[src/rtl/lcd_readback_dma.sv]
`timescale 1ns/1ps
// ============================================================================
// lcd_readback_dma
// ----------------------------------------------------------------------------
// Reads frame data out of the LCD controller's GRAM over the 8-bit 8080-style
// parallel bus and writes it to system memory as AXI4 INCR write bursts.
// This is the read-direction twin of the frame-push DMA. It uses the same
// strobe timing, byte-lane order, burst size and frame geometry.
//
// Ports
//   M_AXI_ACLK, M_AXI_ARESETN  clock, asynchronous active-low reset
//   start, dest_address        one-cycle request and frame base address
//   busy, done, err            transfer status (err is sticky until start)
//   lcd_cs_n, lcd_rs,          LCD bus control; lcd_data_oe = 0 while busy
//   lcd_rd_n, lcd_data_oe
//   lcd_data_in                LCD data bus input
//   M_AXI_AW*/W*/B*            AXI4 master write channels
//
// Configuration
//   LCD_RB_DUMMY_EN  When defined, the first strobed byte after start is
//                    treated as the controller's dummy read and discarded.
// ============================================================================
module lcd_readback_dma #(
    parameter int LEN        = 16,
    parameter int CYC        = 2400,
    parameter int BYTE_CYC   = 10,
    parameter int RD_LO      = 3,
    parameter int RD_HI      = 8,
    parameter int FIFO_DEPTH = 64
) (
    input  logic        M_AXI_ACLK,
    input  logic        M_AXI_ARESETN,
    input  logic        start,
    input  logic [31:0] dest_address,
    output logic        busy,
    output logic        done,
    output logic        err,
    output logic        lcd_cs_n,
    output logic        lcd_rs,
    output logic        lcd_rd_n,
    output logic        lcd_data_oe,
    input  logic [7:0]  lcd_data_in,
    output logic [31:0] M_AXI_AWADDR,
    output logic [7:0]  M_AXI_AWLEN,
    output logic [2:0]  M_AXI_AWSIZE,
    output logic [1:0]  M_AXI_AWBURST,
    output logic [3:0]  M_AXI_AWCACHE,
    output logic        M_AXI_AWVALID,
    input  logic        M_AXI_AWREADY,
    output logic [31:0] M_AXI_WDATA,
    output logic [3:0]  M_AXI_WSTRB,
    output logic        M_AXI_WLAST,
    output logic        M_AXI_WVALID,
    input  logic        M_AXI_WREADY,
    input  logic [1:0]  M_AXI_BRESP,
    input  logic        M_AXI_BVALID,
    output logic        M_AXI_BREADY
);

    localparam int PH_W  = (BYTE_CYC > 1) ? $clog2(BYTE_CYC) : 1;
    localparam int PTR_W = $clog2(FIFO_DEPTH);
    localparam int CNT_W = PTR_W + 1;
    localparam logic [31:0] FRAME_WORDS = 32'(LEN * CYC);
    localparam logic [31:0] BURST_BYTES = 32'(LEN * 4);

    typedef enum logic {L_IDLE, L_RUN} lcdState_t;
    typedef enum logic [1:0] {A_IDLE, A_ADDR, A_DATA, A_RESP} axiState_t;

    lcdState_t        r_lState;
    logic [PH_W-1:0]  r_phase;
    logic [1:0]       r_byteIdx;
    logic [31:0]      r_wordCnt;
    logic [31:0]      r_word;
    logic             r_csN;
    logic             r_rdN;
`ifdef LCD_RB_DUMMY_EN
    logic             r_dummy;
`endif

    logic [31:0]      r_mem [FIFO_DEPTH];
    logic [PTR_W-1:0] r_wrPtr;
    logic [PTR_W-1:0] r_rdPtr;
    logic [CNT_W-1:0] r_count;

    axiState_t        r_aState;
    logic [31:0]      r_awaddr;
    logic             r_awvalid;
    logic             r_wvalid;
    logic             r_wlast;
    logic [7:0]       r_beat;
    logic [31:0]      r_burstCnt;
    logic             r_busy;
    logic             r_done;
    logic             r_err;
    logic             r_oe;

    logic             w_startAccept;
    logic             w_fifoFull;
    logic             w_capture;
    logic             w_storeByte;
    logic             w_push;
    logic             w_pop;
    logic [31:0]      w_pushData;

    assign w_startAccept = start && !r_busy;
    assign w_fifoFull    = (r_count == CNT_W'(FIFO_DEPTH));
    assign w_capture     = (r_lState == L_RUN) && (r_phase == PH_W'(RD_HI));
`ifdef LCD_RB_DUMMY_EN
    assign w_storeByte   = w_capture && !r_dummy;
`else
    assign w_storeByte   = w_capture;
`endif
    // The 4th byte bypasses r_word and lands in lane [23:16] on its way into the FIFO.
    assign w_push        = w_storeByte && (r_byteIdx == 2'd3);
    assign w_pushData    = {r_word[31:24], lcd_data_in, r_word[15:0]};
    assign w_pop         = (r_aState == A_DATA) && r_wvalid && M_AXI_WREADY;

    // LCD side: generates the read strobe and packs bytes into words.
    // Strobing pauses at phase 0 while the FIFO is full, so a byte is never
    // started unless its word is guaranteed a free slot.
    always_ff @(posedge M_AXI_ACLK or negedge M_AXI_ARESETN) begin
        if (!M_AXI_ARESETN) begin
            r_lState  <= L_IDLE;
            r_phase   <= '0;
            r_byteIdx <= 2'd0;
            r_wordCnt <= 32'd0;
            r_word    <= 32'd0;
            r_csN     <= 1'b1;
            r_rdN     <= 1'b1;
`ifdef LCD_RB_DUMMY_EN
            r_dummy   <= 1'b0;
`endif
        end else if (w_startAccept) begin
            r_lState  <= L_RUN;
            r_phase   <= '0;
            r_byteIdx <= 2'd0;
            r_wordCnt <= 32'd0;
            r_word    <= 32'd0;
            r_csN     <= 1'b0;
            r_rdN     <= 1'b1;
`ifdef LCD_RB_DUMMY_EN
            r_dummy   <= 1'b1;
`endif
        end else if (r_lState == L_RUN) begin
            if ((r_phase == '0) && w_fifoFull) begin
                r_phase <= '0;
            end else if (r_phase == PH_W'(BYTE_CYC - 1)) begin
                r_phase <= '0;
            end else begin
                r_phase <= r_phase + PH_W'(1);
            end

            if (r_phase == PH_W'(RD_LO)) begin
                r_rdN <= 1'b0;
            end

            if (w_capture) begin
                r_rdN <= 1'b1;
            end

`ifdef LCD_RB_DUMMY_EN
            if (w_capture && r_dummy) begin
                r_dummy <= 1'b0;
            end
`endif

            if (w_storeByte) begin
                case (r_byteIdx)
                    2'd0:    r_word[15:8]  <= lcd_data_in;
                    2'd1:    r_word[7:0]   <= lcd_data_in;
                    2'd2:    r_word[31:24] <= lcd_data_in;
                    default: r_word[23:16] <= lcd_data_in;
                endcase
                r_byteIdx <= r_byteIdx + 2'd1;
            end

            if (w_push) begin
                r_wordCnt <= r_wordCnt + 32'd1;
                if (r_wordCnt == FRAME_WORDS - 32'd1) begin
                    r_lState <= L_IDLE;
                    r_csN    <= 1'b1;
                end
            end
        end
    end

    // FIFO storage. There is no reset, because a cleared pointer pair already means empty.
    always_ff @(posedge M_AXI_ACLK) begin
        if (w_push) begin
            r_mem[r_wrPtr] <= w_pushData;
        end
    end

    // FIFO pointers and occupancy. A simultaneous push and pop leaves the count unchanged.
    always_ff @(posedge M_AXI_ACLK or negedge M_AXI_ARESETN) begin
        if (!M_AXI_ARESETN) begin
            r_wrPtr <= '0;
            r_rdPtr <= '0;
            r_count <= '0;
        end else begin
            if (w_push) begin
                r_wrPtr <= r_wrPtr + PTR_W'(1);
            end
            if (w_pop) begin
                r_rdPtr <= r_rdPtr + PTR_W'(1);
            end
            case ({w_push, w_pop})
                2'b10:   r_count <= r_count + CNT_W'(1);
                2'b01:   r_count <= r_count - CNT_W'(1);
                default: r_count <= r_count;
            endcase
        end
    end

    // AXI side: one burst in flight at a time, with address before data.
    // A burst is only requested once a full burst of words is buffered, so
    // the FIFO can never run dry in the middle of a burst.
    always_ff @(posedge M_AXI_ACLK or negedge M_AXI_ARESETN) begin
        if (!M_AXI_ARESETN) begin
            r_aState   <= A_IDLE;
            r_awaddr   <= 32'd0;
            r_awvalid  <= 1'b0;
            r_wvalid   <= 1'b0;
            r_wlast    <= 1'b0;
            r_beat     <= 8'd0;
            r_burstCnt <= 32'd0;
            r_busy     <= 1'b0;
            r_done     <= 1'b0;
            r_err      <= 1'b0;
            r_oe       <= 1'b1;
        end else begin
            r_done <= 1'b0;
            if (w_startAccept) begin
                r_aState   <= A_IDLE;
                r_busy     <= 1'b1;
                r_err      <= 1'b0;
                r_oe       <= 1'b0;
                r_awaddr   <= dest_address;
                r_burstCnt <= 32'd0;
                r_awvalid  <= 1'b0;
                r_wvalid   <= 1'b0;
                r_wlast    <= 1'b0;
            end else begin
                case (r_aState)
                    A_IDLE: begin
                        if (r_busy && (r_count >= CNT_W'(LEN)) && (r_burstCnt < 32'(CYC))) begin
                            r_awvalid <= 1'b1;
                            r_aState  <= A_ADDR;
                        end
                    end
                    A_ADDR: begin
                        if (M_AXI_AWREADY) begin
                            r_awvalid  <= 1'b0;
                            r_wvalid   <= 1'b1;
                            r_beat     <= 8'd0;
                            r_wlast    <= (LEN == 1);
                            r_burstCnt <= r_burstCnt + 32'd1;
                            r_aState   <= A_DATA;
                        end
                    end
                    A_DATA: begin
                        if (M_AXI_WREADY) begin
                            if (r_beat == 8'(LEN - 1)) begin
                                r_wvalid <= 1'b0;
                                r_wlast  <= 1'b0;
                                r_aState <= A_RESP;
                            end else begin
                                r_beat  <= r_beat + 8'd1;
                                r_wlast <= (r_beat == 8'(LEN - 2));
                            end
                        end
                    end
                    default: begin
                        if (M_AXI_BVALID) begin
                            r_err    <= r_err | (M_AXI_BRESP != 2'b00);
                            r_awaddr <= r_awaddr + BURST_BYTES;
                            r_aState <= A_IDLE;
                            if (r_burstCnt == 32'(CYC)) begin
                                r_done <= 1'b1;
                                r_busy <= 1'b0;
                                r_oe   <= 1'b1;
                            end
                        end
                    end
                endcase
            end
        end
    end

    assign busy          = r_busy;
    assign done          = r_done;
    assign err           = r_err;
    assign lcd_cs_n      = r_csN;
    assign lcd_rs        = 1'b1;
    assign lcd_rd_n      = r_rdN;
    assign lcd_data_oe   = r_oe;

    assign M_AXI_AWADDR  = r_awaddr;
    assign M_AXI_AWLEN   = 8'(LEN - 1);
    assign M_AXI_AWSIZE  = 3'd2;
    assign M_AXI_AWBURST = 2'b01;
    assign M_AXI_AWCACHE = 4'd3;
    assign M_AXI_AWVALID = r_awvalid;
    assign M_AXI_WDATA   = r_mem[r_rdPtr];
    assign M_AXI_WSTRB   = 4'hF;
    assign M_AXI_WLAST   = r_wlast;
    assign M_AXI_WVALID  = r_wvalid;
    assign M_AXI_BREADY  = 1'b1;

endmodule

[config.mk]
export PLATFORM = sky130hd
export DESIGN_NAME = lcd_readback_dma
export DESIGN_NICKNAME = d
export VERILOG_FILES = /design/src/rtl/lcd_readback_dma.sv
export SDC_FILE = /design/constraint.sdc
export NUM_CORES = 2
export LEC_CHECK = 0
export ABC_AREA = 1
export CELL_PAD_IN_SITES_DETAIL_PLACEMENT = 1
export CELL_PAD_IN_SITES_GLOBAL_PLACEMENT = 1
export CORE_UTILIZATION = 51
export CTS_CLUSTER_DIAMETER = 60
export CTS_CLUSTER_SIZE = 16
export DETAILED_ROUTE_END_ITERATION = 8
export GPL_TIMING_DRIVEN = 0
export HOLD_SLACK_MARGIN = 0.02
export PLACE_DENSITY = 0.87
export SLEW_MARGIN = 10
export SYNTH_ARGS = -nofsm -noshare
export SYNTH_HDL_FRONTEND = slang
export SYNTH_SLANG_ARGS = --single-unit
[constraint.sdc]
create_clock -name M_AXI_ACLK -period 6.95 [get_ports M_AXI_ACLK]
set_input_delay 0.695 -clock M_AXI_ACLK [delete_from_list [all_inputs] [get_ports M_AXI_ACLK]]
set_output_delay 0.695 -clock M_AXI_ACLK [all_outputs]
set_load 0.05 [all_outputs]
==> impl_metrics.csv <==
group,metric,value,unit
logic_synthesis,synthCells,8655,
setup_path,crit_path_frequent_cell,"nand2_1",
clocking,numCtsBuffers,172,
power_and_ir_drop,combPwrFrac,41.5,%
timing,max_clock_freq,140.4,MHz
power_and_ir_drop,power,46550,uW
floorplanning,placementRows,156,
floorplanning,start_util,51.52,%
cells_and_area,nets,9203,
floorplanning,io-pin-count,144,
clocking,cts_sinks,2213,
hold_path,hold_path.class,"in -> reg",
logic_synthesis,avgSynthCellArea,10.79,sq um
setup_path,cp_num_buf_inv,5,
power_and_ir_drop,vdd_drop_max,401.9,uV
setup_path,worstSetupPathType,"reg -> out",
timing,finalHoldViolCount,0,
timing,rsz0062_at_grt,"false",
job,maxCapViolCount,2,
logic_synthesis,synth_top_area_cell,"edfxtp_1",
power_and_ir_drop,power_per_cell_area,433.9,mW/mm^2
timing,holdWs,0.1277,ns
power_and_ir_drop,switching_power,21110,uW
logic_synthesis,async_flop_share,7.456,%
floorplanning,coreArea,0.1813,sq mm
timing,fin_crit_sh,102.5,%
drt,detail-route-antenna-nets,0,
cells_and_area,final_util,59.17,%
logic_synthesis,synth-edff-count,2048,
global_route,grt_max_degree,87,
setup_path,critPathMaxFanout,11,
placed_design,gp_congestion,0.9995,
cells_and_area,syn_to_final_growth,14.85,%
timing,slew_viol_final,11,
logic_synthesis,synth_seq_area_share,70.25,%
drt,drc,0,
setup_path,critPathMaxStageDelay,0.98,ns
logic_synthesis,synthFlopType,"edfxtp_1",
placed_design,port_buffers,120,
cells_and_area,final_layout_size_suffix_gt1_share,8.751,%
clocking,cts_buffer_depth,3,
clocking,root_buffer,"clkbuf_16",
global_route,grt.met1_usage,53.56,%
placed_design,dp_hpwl,290400,um
power_and_ir_drop,p_seq_share,36.7,%
global_route,grt_use_met2,65.74,%
setup_path,critPathSlowestCell,"clkbuf_1",
clocking,cts_tree,"done",
placed_design,dp_slack,1.509,ns
cells_and_area,stdcell_area,0.1073,sq mm
drt,drt_iter0_drc,14350,
cells_and_area,final_common_cell,"nand2_1",
power_and_ir_drop,internal_power,25440,uW
timing,relSlewSlack,-4.011,%
floorplanning,die-area,0.1849,sq mm
logic_synthesis,synth_cell_types,43,
timing,fin_skew,0.05955,ns
floorplanning,die_h,430.0,um
floorplanning,fp.dieW,430.0,um
power_and_ir_drop,clockPowerShare,21.9,%
logic_synthesis,synth_top_area_share,65.83,%
global_route,grtUsageMet3,17.07,%
drt,routed_via_density,6.747,
timing,post-route-min-period,7.122,ns
global_route,grt_busiest_layer,"met2",
drt,dr.pass1.iters,9,
drt,wl_per_cell,36.68,um
setup_path,start_kind,"flop",
logic_synthesis,syn_area,0.09343,sq mm
clocking,path_clk_slew,0.08,ns
global_route,globalRoute.totalOverflow,0,
status,violations,"capacitance limit, slew limit, setup timing",
clocking,clk_latency,0.92,ns
timing,tightest_slew,1.560,ns
setup_path,cp-end-kind,"output pin",
drt,routed_wl,426300,um
global_route,gr-usage-all-layers,45.67,%
placed_design,place_area,0.1019,sq mm
setup_path,cp.arrival,6.43,ns
timing,fin_ws,-0.1720,ns
cells_and_area,final_cell_mix,"2,183 x nand2_1, 2,048 x edfxtp_1, 1,414 x nor2_1, 856 x nand3_1, 622 x o21ai_0",
setup_path,crit_chain,"buf_6, inv_4, buf_2, clkbuf_1, o21ai_0, a21oi_1, nor2_1, nand2_1, nand3_1, nand2_1, clkdlybuf4s50_1",
power_and_ir_drop,p_leak,0.03980,uW
power_and_ir_drop,p_sw_share,45.35,%
clocking,htreeDepth,4,
setup_path,cp.required,6.25,ns
logic_synthesis,yosysWarnings,0,
global_route,grt_pass1_vias,79900,
status,status,"finished with violations",
drt,route.vias.total,78430,
logic_synthesis,synthTopCellsByArea,"edfxtp_1 66%, nand2_1 8.8%, nor2_1 5.9%",
global_route,grt_pass1_wl,588300,um
logic_synthesis,ys_seq_elements,2213,
global_route,antenna_found_initial,39,
timing,setup_viol,3,
setup_path,critPathTopFamily,"buffers and inverters",
==> per-stage QoR <==
stage	TNS (ns)	instances
global route	0	11610
floorplan	0	8676
global placement	-558.55	11170
detailed placement	0	11330
CTS	0	11600
finish	-0.3455	11620
==> layout make-up <==
class                   count  area (sq um)
multi-input cells        5585         24480
well taps                2370          2965
diodes                     21         52.55
fillers                 18820         74030
clock buffers             215          4591
inverters                 396          1489
plain buffers             482          2394
flip-flops and latches   2213         65720
repair buffers            282          4883
clock inverters            60         721.9
==> worst paths after layout <==
path                                     start              end  slack [ns]  cells after the start
worst max-delay path                r_rdPtr[0]  M_AXI_WDATA[31]       -0.17                     11
worst min-delay path            lcd_data_in[1]    r_mem[17][17]        0.13                      1
worst max register to register      r_phase[1]     r_mem[7][19]        2.21                     11
worst min register to register     lcd_data_oe      lcd_data_oe        0.47                      2
max in group asynchronous        M_AXI_ARESETN       r_word[10]        5.60                      3
min in group asynchronous        M_AXI_ARESETN   r_burstCnt[30]        0.41                      2
==> sequential cells by signal, summed over array words and instances, names as in the netlist, 2 cells and up <==
register / count
r_rdPtr: 6
r_word: 24
r_byteIdx: 2
r_count: 7
r_beat: 8
r_wordCnt: 32
r_aState: 2
M_AXI_AWADDR: 32
r_phase: 4
r_burstCnt: 32
r_wrPtr: 6
r_mem: 2048
==> Yosys cell counts, types with 3 or more instances <==
master	count
o211ai_1	18
o31ai_1	4
a21oi_1	155
nand3_1	856
inv_1	389
xnor2_1	4
a31oi_1	3
mux2_2	14
o21ai_0	622
clkbuf_1	185
dfstp_2	3
buf_4	44
nor2_1	1478
nand3b_1	4
nor3_1	41
buf_1	68
buf_2	160
edfxtp_1	2048
nand2_1	2183
or2_2	57
dfrtp_1	162
o21ai_1	3
buf_6	21
inv_2	4
and3_1	5
ha_1	22
xor2_1	35
nand4_1	44
==> power groups by stage <==
stage                     logic [uW]  clock network (uW)  registers (uW)
after CTS                      18100               10000           17000
final                          19300               10200           17100
after global routing           19400               10400           17000
after global placement         15100                   0           18500
after floorplan                 8590                   0           17400
after detailed placement       17700                   0           17300
==> metal layers <==
layer,wire length (um),up-vias
met1,135300,38160
met5,206,-
met3,65870,2206
met4,46500,20
li1,-,30280
met2,178400,7763
==> cell families after synthesis <==
family,after synthesis,synth area share (%)
AOI/OAI and AO/OA,811,4.432
xor gates and xnor gates,39,0.3656
adders and majority gates,23,0.3161
buffers and inverters,878,4.149
DFF,2213,70.25
muxes,14,0.1687
other,2,0.008038
and+or+nand+nor,4675,20.31
==> timing repair <==
item,CTS,global route
gates resized for setup,0,0
hold buffers,1,0
setup buffers,0,0
endpoints found under the hold margin,84,0
Note: power is estimated with default switching activity, not from simulation.
